## config.mk

```make
export PLATFORM = sky130hd
export DESIGN_NAME = store_buffer
export DESIGN_NICKNAME = d
export VERILOG_FILES = /design/src/rtl/store_buffer.sv
export SDC_FILE = /design/constraint.sdc
export NUM_CORES = 1
export LEC_CHECK = 0
export CORE_MARGIN = 3
export CORE_UTILIZATION = 51
export CTS_CLUSTER_SIZE = 14
export DETAILED_ROUTE_END_ITERATION = 8
export PLACE_DENSITY_LB_ADDON = 0.2
export SLEW_MARGIN = 10
export SYNTH_ARGS = -nofsm -noshare
export SYNTH_HDL_FRONTEND = slang
export SYNTH_SLANG_ARGS = --single-unit
```

## constraint.sdc

```tcl
create_clock -name clk -period 3.8 [get_ports clk]
set_input_delay 0.38 -clock clk [delete_from_list [all_inputs] [get_ports clk]]
set_output_delay 0.38 -clock clk [all_outputs]
set_load 0.03 [all_outputs]
```

## src/rtl/store_buffer.sv

```systemverilog
// In-order store buffer between the store datapath and DataMemory.
// Define STORE_BUFFER_FWD_EN to build in store-to-load forwarding.
module store_buffer #(
  parameter int N     = 32,
  parameter int DEPTH = 4
) (
  input  logic                     clk,
  input  logic                     rst,
  input  logic                     st_valid,
  output logic                     st_ready,
  input  logic [N-1:0]             st_addr,
  input  logic [N-1:0]             st_data,
  output logic                     mem_wr_en,
  output logic [N-1:0]             mem_wr_addr,
  output logic [N-1:0]             mem_wr_data,
  input  logic                     mem_ready,
  input  logic [N-1:0]             ld_addr,
  output logic                     fwd_hit,
  output logic [N-1:0]             fwd_data,
  output logic [$clog2(DEPTH):0]   count
);

  localparam int AW = $clog2(DEPTH);
  localparam int CW = AW + 1;

  logic [N-1:0]  addr_q [DEPTH];
  logic [N-1:0]  data_q [DEPTH];
  logic [AW-1:0] head;
  logic [AW-1:0] tail;
  logic          full;
  logic          push;
  logic          pop;

  assign full        = (count == CW'(DEPTH));
  assign st_ready    = !full && !rst;
  assign mem_wr_en   = (count != '0) && !rst;
  assign push        = st_valid && st_ready;
  assign pop         = mem_wr_en && mem_ready;
  assign mem_wr_addr = addr_q[head];
  assign mem_wr_data = data_q[head];

  always_ff @(posedge clk) begin
    if (rst) begin
      head  <= '0;
      tail  <= '0;
      count <= '0;
    end else begin
      if (push) tail <= tail + AW'(1);
      if (pop)  head <= head + AW'(1);
      count <= count + CW'(push) - CW'(pop);
    end
  end

  // Entry storage needs no reset; validity is tracked by count alone.
  always_ff @(posedge clk) begin
    if (push) begin
      addr_q[tail] <= st_addr;
      data_q[tail] <= st_data;
    end
  end

`ifdef STORE_BUFFER_FWD_EN
  // Walk oldest to newest so the last match wins (newest store).
  always_comb begin
    logic [AW-1:0] idx;
    idx      = '0;
    fwd_hit  = 1'b0;
    fwd_data = '0;
    for (int i = 0; i < DEPTH; i++) begin
      idx = head + AW'(i);
      if ((CW'(i) < count) && (addr_q[idx] == ld_addr)) begin
        fwd_hit  = 1'b1;
        fwd_data = data_q[idx];
      end
    end
    if (rst) fwd_hit = 1'b0;
  end
`else
  logic unused_ld;
  assign unused_ld = ^ld_addr;
  assign fwd_hit   = 1'b0;
  assign fwd_data  = '0;
`endif

endmodule

```

==> results of run 1 <==
-- layout make-up --
class | count | area [sq um]
sequential | 265 | 7880
timing repair buffer | 143 | 1490
clock buffer | 36 | 709
inverter | 5 | 18.8
clock inverter | 11 | 45.0
fill | 1323 | 6680
tap | 260 | 325
multi-input combinational | 131 | 1870
-- sequential cells by signal (all words and copies together) (netlist names), named ones only --
name / cells
data_q: 128
head: 2
tail: 2
count: 3
addr_q: 128
-- worst register-to-register path, stage by stage, from the launching register on --
cell	delay (ns)
dfxtp_1	0.49
nor3b_2	0.12
nor3b_4	0.37
inv_1	0.09
ha_1	0.29
inv_1	0.05
ha_1	0.13
inv_1	0.05
fa_1	0.37
xor2_1	0.16
and2_1	0.16
nor3_1	0.11
-- cells by family (layout without fill, tap and decap cells) --
group / after synthesis / count (layout) / synth area share, %
simple gates: 20 / 20 / 1.18
xor+xnor: 3 / 3 / 0.262
flops: 265 / 265 / 78.3
compound gates: 2 / 2 / 0.162
mux: 66 / 66 / 14.7
fa+ha+maj: 7 / 7 / 0.947
other cells: 1 / 33 / 0.0373
buf+inv: 53 / 195 / 4.35
-- cells in the mapped netlist --
cell type and instances:
conb_1 1, nor3b_4 1, clkbuf_1 1, nor3_1 2
o311ai_0 1, nor3b_2 1, xor2_1 3, buf_2 6
fa_1 1, inv_1 5, nor2_1 9, buf_4 33
buf_12 6, and2_1 5, mux2i_1 1, mux4_2 60
nand2b_1 1, dfxtp_1 9, buf_6 1, ha_1 6
edfxtp_1 256, mux2_4 1, mux4_1 4, nor2b_1 1
clkbuf_2 1, o31ai_1 1
-- power breakdown --
part / internal [mW] / leakage, nW / switching, mW
Sequential: 3.43 / 2.40 / 0.151
Clock: 1.29 / 0.368 / 0.968
Combinational: 1.03 / 1.19 / 1.14
-- through the flow --
| step | total power [mW] | hold WS [ns] |
|---|---|---|
| final | 8.01 | 0.504 |
| after global routing | 8.38 | 0.480 |
| after CTS | 8.14 | 0.479 |
| after detailed placement | 5.86 | 0.503 |
| after global placement | 5.83 | 0.484 |
| after floorplan | 5.13 | 0.475 |
-- worst paths after layout --
| check | startpoint | end | slack, ns | cells past startpoint |
|---|---|---|---|---|
| max | flop | mem_wr_addr[23] | 0.60 | 3 |
| min | st_addr[0] | addr_q[3][0]$_DFFE_PP_ | 0.50 | 1 |
| max reg2reg | count[1]$_SDFF_PP0_ | count[2]$_SDFF_PP0_ | 1.33 | 11 |
| min reg2reg | head[1]$_SDFFE_PP0P_ | head[1]$_SDFFE_PP0P_ | 0.52 | 2 |
-- layer usage --
metal | global-route usage (%) | vias up | wire (microns)
met5 | 0 | - | 7
met4 | 4.19 | 2 | 333
met3 | 3.23 | 36 | 984
met2 | 28.1 | 140 | 8930
met1 | 21.1 | 2267 | 6840
li1 | - | 1981 | -
==> flow_metrics.tcl, run 1 <==
set metrics [dict create \
    status "finished, final reports clean" \
    hold_viol 0 \
    syn_area_sq_um 10000 \
    wl_per_cell_microns 20.1 \
    synth_cells 417 \
    drv_cap 0 \
    max_freq_ghz 0.312 \
    ys_top_cells_by_area "edfxtp_1 (77%), mux4_2 (13%), buf_4 (2.5%), dfxtp_1 (1.8%), buf_12 (1.2%)" \
    synth_top_cell_area_share_pct 76.5 \
    area_growth_pct 22.8 \
    die_x_microns 146 \
    grt_max_degree 39 \
    endpoint_kind "output pin" \
    grt_pass1_wl_mm 27.0 \
    cts_tree "yes" \
    syn_area_per_cell_sq_um 24.1 \
    final_core_util_pct 64.9 \
    drc 0 \
    holdBufCountCts 0 \
    root_buffer "clkbuf_16" \
    grt_pass1_vias 4717 \
    layout-drive-gt1-share_pct 17.9 \
    nNetsFinal 679 \
    fin_crit_sh_pct 84.3 \
    io_pins 202 \
    ir_worst_vdd_mv 0.466 \
    placed_cell_area_sq_um 11600 \
    cp.arrival_ns 2.82 \
    clk_pin_slew_worst_paths_ns 0.06 \
    postLayoutCellArea_sq_um 12300 \
    cp_cell_sequence "buf_4, mux4_2, clkdlybuf4s50_1" \
    cts_buffers 26 \
    dp_slack_ns 0.777 \
    setup_viol_count_final 0 \
    dp_cells 804 \
    cts-resized-gates 0 \
    ys_types 26 \
    cp_num_buf_inv 2 \
    clk_latency_ns 0.51 \
    vias 4426 \
    path_class "reg2out" \
    clock_path_buffers 3 \
    drv_slew 0 \
    p_per_area_nw_per_um2 650 \
    first_pass_iters 4 \
    fin_skew_ns 0.00428 \
    postCtsSetupBuffers 0 \
    min_period_ns 3.20 \
    worst_slew_pin_slew_ns 0.549 \
    yosysTopAreaCell "edfxtp_1" \
    antenna_found_initial 1 \
    fin_cells 851 \
    layout_common_cells "edfxtp_1 (256), clkdlybuf4s50_1 (136), mux4_2 (60), conb_1 (33), clkbuf_16 (27)" \
    antenna_left 0 \
    dieArea_sq_um 21400 \
    h-tree-depth 1 \
    p_leak_nw 3.96 \
    start_util_pct 52.8 \
    diodes 0 \
    io_buffers 136 \
    tns_ns 0 \
    cp.required_ns 3.42 \
    routed_via_density 5.20 \
    hp-class "in2reg" \
    cts.sinks 265 \
    die_h_microns 146 \
    rsz0062_at_grt "no" \
    overflow 0 \
    cpMaxStageDelayCell "dfxtp_4" \
    grt_usage_pct 16.1 \
    setup_ws_ns 0.598 \
    drtIter0Drc 296 \
    start_kind "flop" \
    cp_top_family "buffers and inverters" \
    final_common_cell "edfxtp_1" \
    crit_fanout 25 \
    max_slew_margin_pct 63.4 \
    routed_wirelength_mm 17.1 \
    dpl.hpwl_mm 10.3 \
    max_stage_delay_ns 0.70 \
    core_sq_um 19000 \
    ys_warn_count 0 \
    rows 50 \
    seq_area_frac_synth_pct 78.3 \
    place.gp.congestion 0.685 \
    ys_ff_latch 265 \
]
Note: power is estimated with default switching activity, not from simulation.
==> inputs of run 2 (changes only) <==
- clock period: 3.8 -> 3.2 ns (I/O delays scaled with it)
==> run 2 against run 1 <==
Worst hold slack worse by 0.070 ns; clock skew is 0.0080 ns higher; utilization is 0.74 points higher; cell count is 1.1% higher; wire length is 2.4% higher; critical path depth stayed put; worst setup slack worse by 0.36 ns; sequential share of layout area is 0.72 points lower; final area is 1.1% higher; largest power group unchanged.
==> flow_metrics.tcl, run 2 (synthesis gave the netlist of run 1 again) <==
set metrics [dict create \
    hold_viol 0 \
    setup_viol_count_final 0 \
    max_freq_ghz 0.338 \
    nNetsFinal 689 \
    holdBufCountCts 0 \
    grt_pass1_wl_mm 27.3 \
    diodes 0 \
    layout_common_cells "edfxtp_1 (256), clkdlybuf4s50_1 (136), mux4_2 (60), conb_1 (33), clkbuf_16 (27)" \
    layout-drive-gt1-share_pct 20.0 \
    rsz0062_at_grt "no" \
    dr_wl_met3_mm 1.30 \
    fin_crit_sh_pct 92.5 \
    hp-class "in2reg" \
    topRoutingLayerUsed "met5" \
    clk_pin_slew_worst_paths_ns 0.06 \
    wl_met1_mm 6.79 \
    grt_usage_pct 16.4 \
    io_pins 202 \
    dpl.hpwl_mm 10.7 \
    drv_cap 0 \
    drtIter0Drc 279 \
    antenna_found_initial 1 \
    clock_path_buffers 3 \
    dp_cells 813 \
    grt_max_degree 42 \
    num-fill-cells 1291 \
    root_buffer "clkbuf_16" \
    r2r_end "count[2]$_SDFF_PP0_" \
    start_kind "flop" \
    clk_latency_ns 0.52 \
    drc 0 \
    routed_wirelength_mm 17.5 \
    io_buffers 136 \
    r2r_start "count[1]$_SDFF_PP0_" \
    grt_pass1_vias 4933 \
    rows 50 \
    first_pass_iters 6 \
    setup_ws_ns 0.239 \
    reg2reg_depth 11 \
    fin_skew_ns 0.0123 \
    antenna_left 0 \
    path_class "reg2out" \
    drv_slew 0 \
    die_h_microns 146 \
    overflow 0 \
    core_sq_um 19000 \
    hold_end "data_q[2][10]$_DFFE_PP_" \
    min_from "st_data[10]" \
    final_common_cell "edfxtp_1" \
    p_leak_nw 4.04 \
    start_util_pct 52.8 \
    area_growth_pct 24.2 \
    cts-resized-gates 0 \
    min_period_ns 2.96 \
    fin_cells 860 \
    postCtsSetupBuffers 0 \
    cp.required_ns 2.88 \
    die_x_microns 146 \
    whs_path_depth 1 \
    reg2reg_setup_slack_ns 0.83 \
    routed-wl-met2_mm 9.07 \
    ir_worst_vdd_mv 0.554 \
    h-tree-depth 1 \
    status "finished, final reports clean" \
    routed_via_density 5.22 \
    endpoint_kind "output pin" \
    p_per_area_nw_per_um2 783 \
    cts.sinks 265 \
    dieArea_sq_um 21400 \
    wl_per_cell_microns 20.4 \
    cts_buffers 27 \
    place.gp.congestion 0.718 \
    dp_slack_ns 0.632 \
    cts_tree "yes" \
    largestRegisters "addr_q (128), data_q (128), count (3)" \
    vias 4491 \
    cp.arrival_ns 2.64 \
    tns_ns 0 \
    crit_fanout 29 \
]
-- run 2: changes by cell type in the layout (fill, tap and decap cells not counted) --
cell,delta
buf_12,+1
buf_4,+8
bufinv_16,+2
clkbuf_1,-3
clkinv_1,-2
clkinv_2,+2
clkinv_4,+1
-- run 2: final cells by class --
class                   instances  area, sq um  area share, %
flip-flops and latches        265         7880           63.1
multi-input cells             131         1870           15.0
inverters                       5         18.8          0.150
clock buffers                  33          698           5.60
well taps                     260          325           2.61
clock inverters                14          116          0.933
repair buffers                152         1570           12.6
-- run 2: layer usage --
metal,up-vias,global-route usage [%]
li1,1994,-
met1,2304,20.7
met2,156,28.9
met3,35,4.16
met4,2,4.00
met5,-,0
-- run 2: how the worst max path moves through the flow --
stage	slack [ns]	start	depth (start not counted)	end
after floorplan	0.16	count[1]$_SDFF_PP0_	3	addr_q[1][0]$_DFFE_PP_
after global placement	0.70	flop	3	mem_wr_data[31]
after detailed placement	0.63	rst	11	count[2]$_SDFF_PP0_
after CTS	0.15	flop	3	mem_wr_data[31]
after global routing	0.09	flop	3	mem_wr_data[31]
final	0.24	flop	3	mem_wr_data[31]
-- run 2: through the flow --
step | cell area (sq um) | util (%) | power [mW] | hold WS [ns]
after floorplan | 10200 | - | 6.10 | 0.419
after global placement | 11700 | 61.3 | 6.96 | 0.485
after detailed placement | 11700 | 61.3 | 6.99 | 0.508
after CTS | 12500 | 65.6 | 9.90 | 0.406
after global routing | 12500 | 65.6 | 10.2 | 0.427
final | 12500 | 65.6 | 9.76 | 0.433
-- run 2: power breakdown --
part | internal, mW | total (mW) | switching [mW] | leakage (nW)
Clock | 1.70 | 2.89 | 1.19 | 0.401
Combinational | 1.25 | 2.66 | 1.41 | 1.24
Sequential | 4.07 | 4.22 | 0.144 | 2.40
-- run 2: worst max-delay path, cell delays in order (launching register included) --
cell             delay [ns]
dfxtp_4                0.58
buf_12                 0.30
mux4_1                 0.58
clkdlybuf4s50_1        0.66
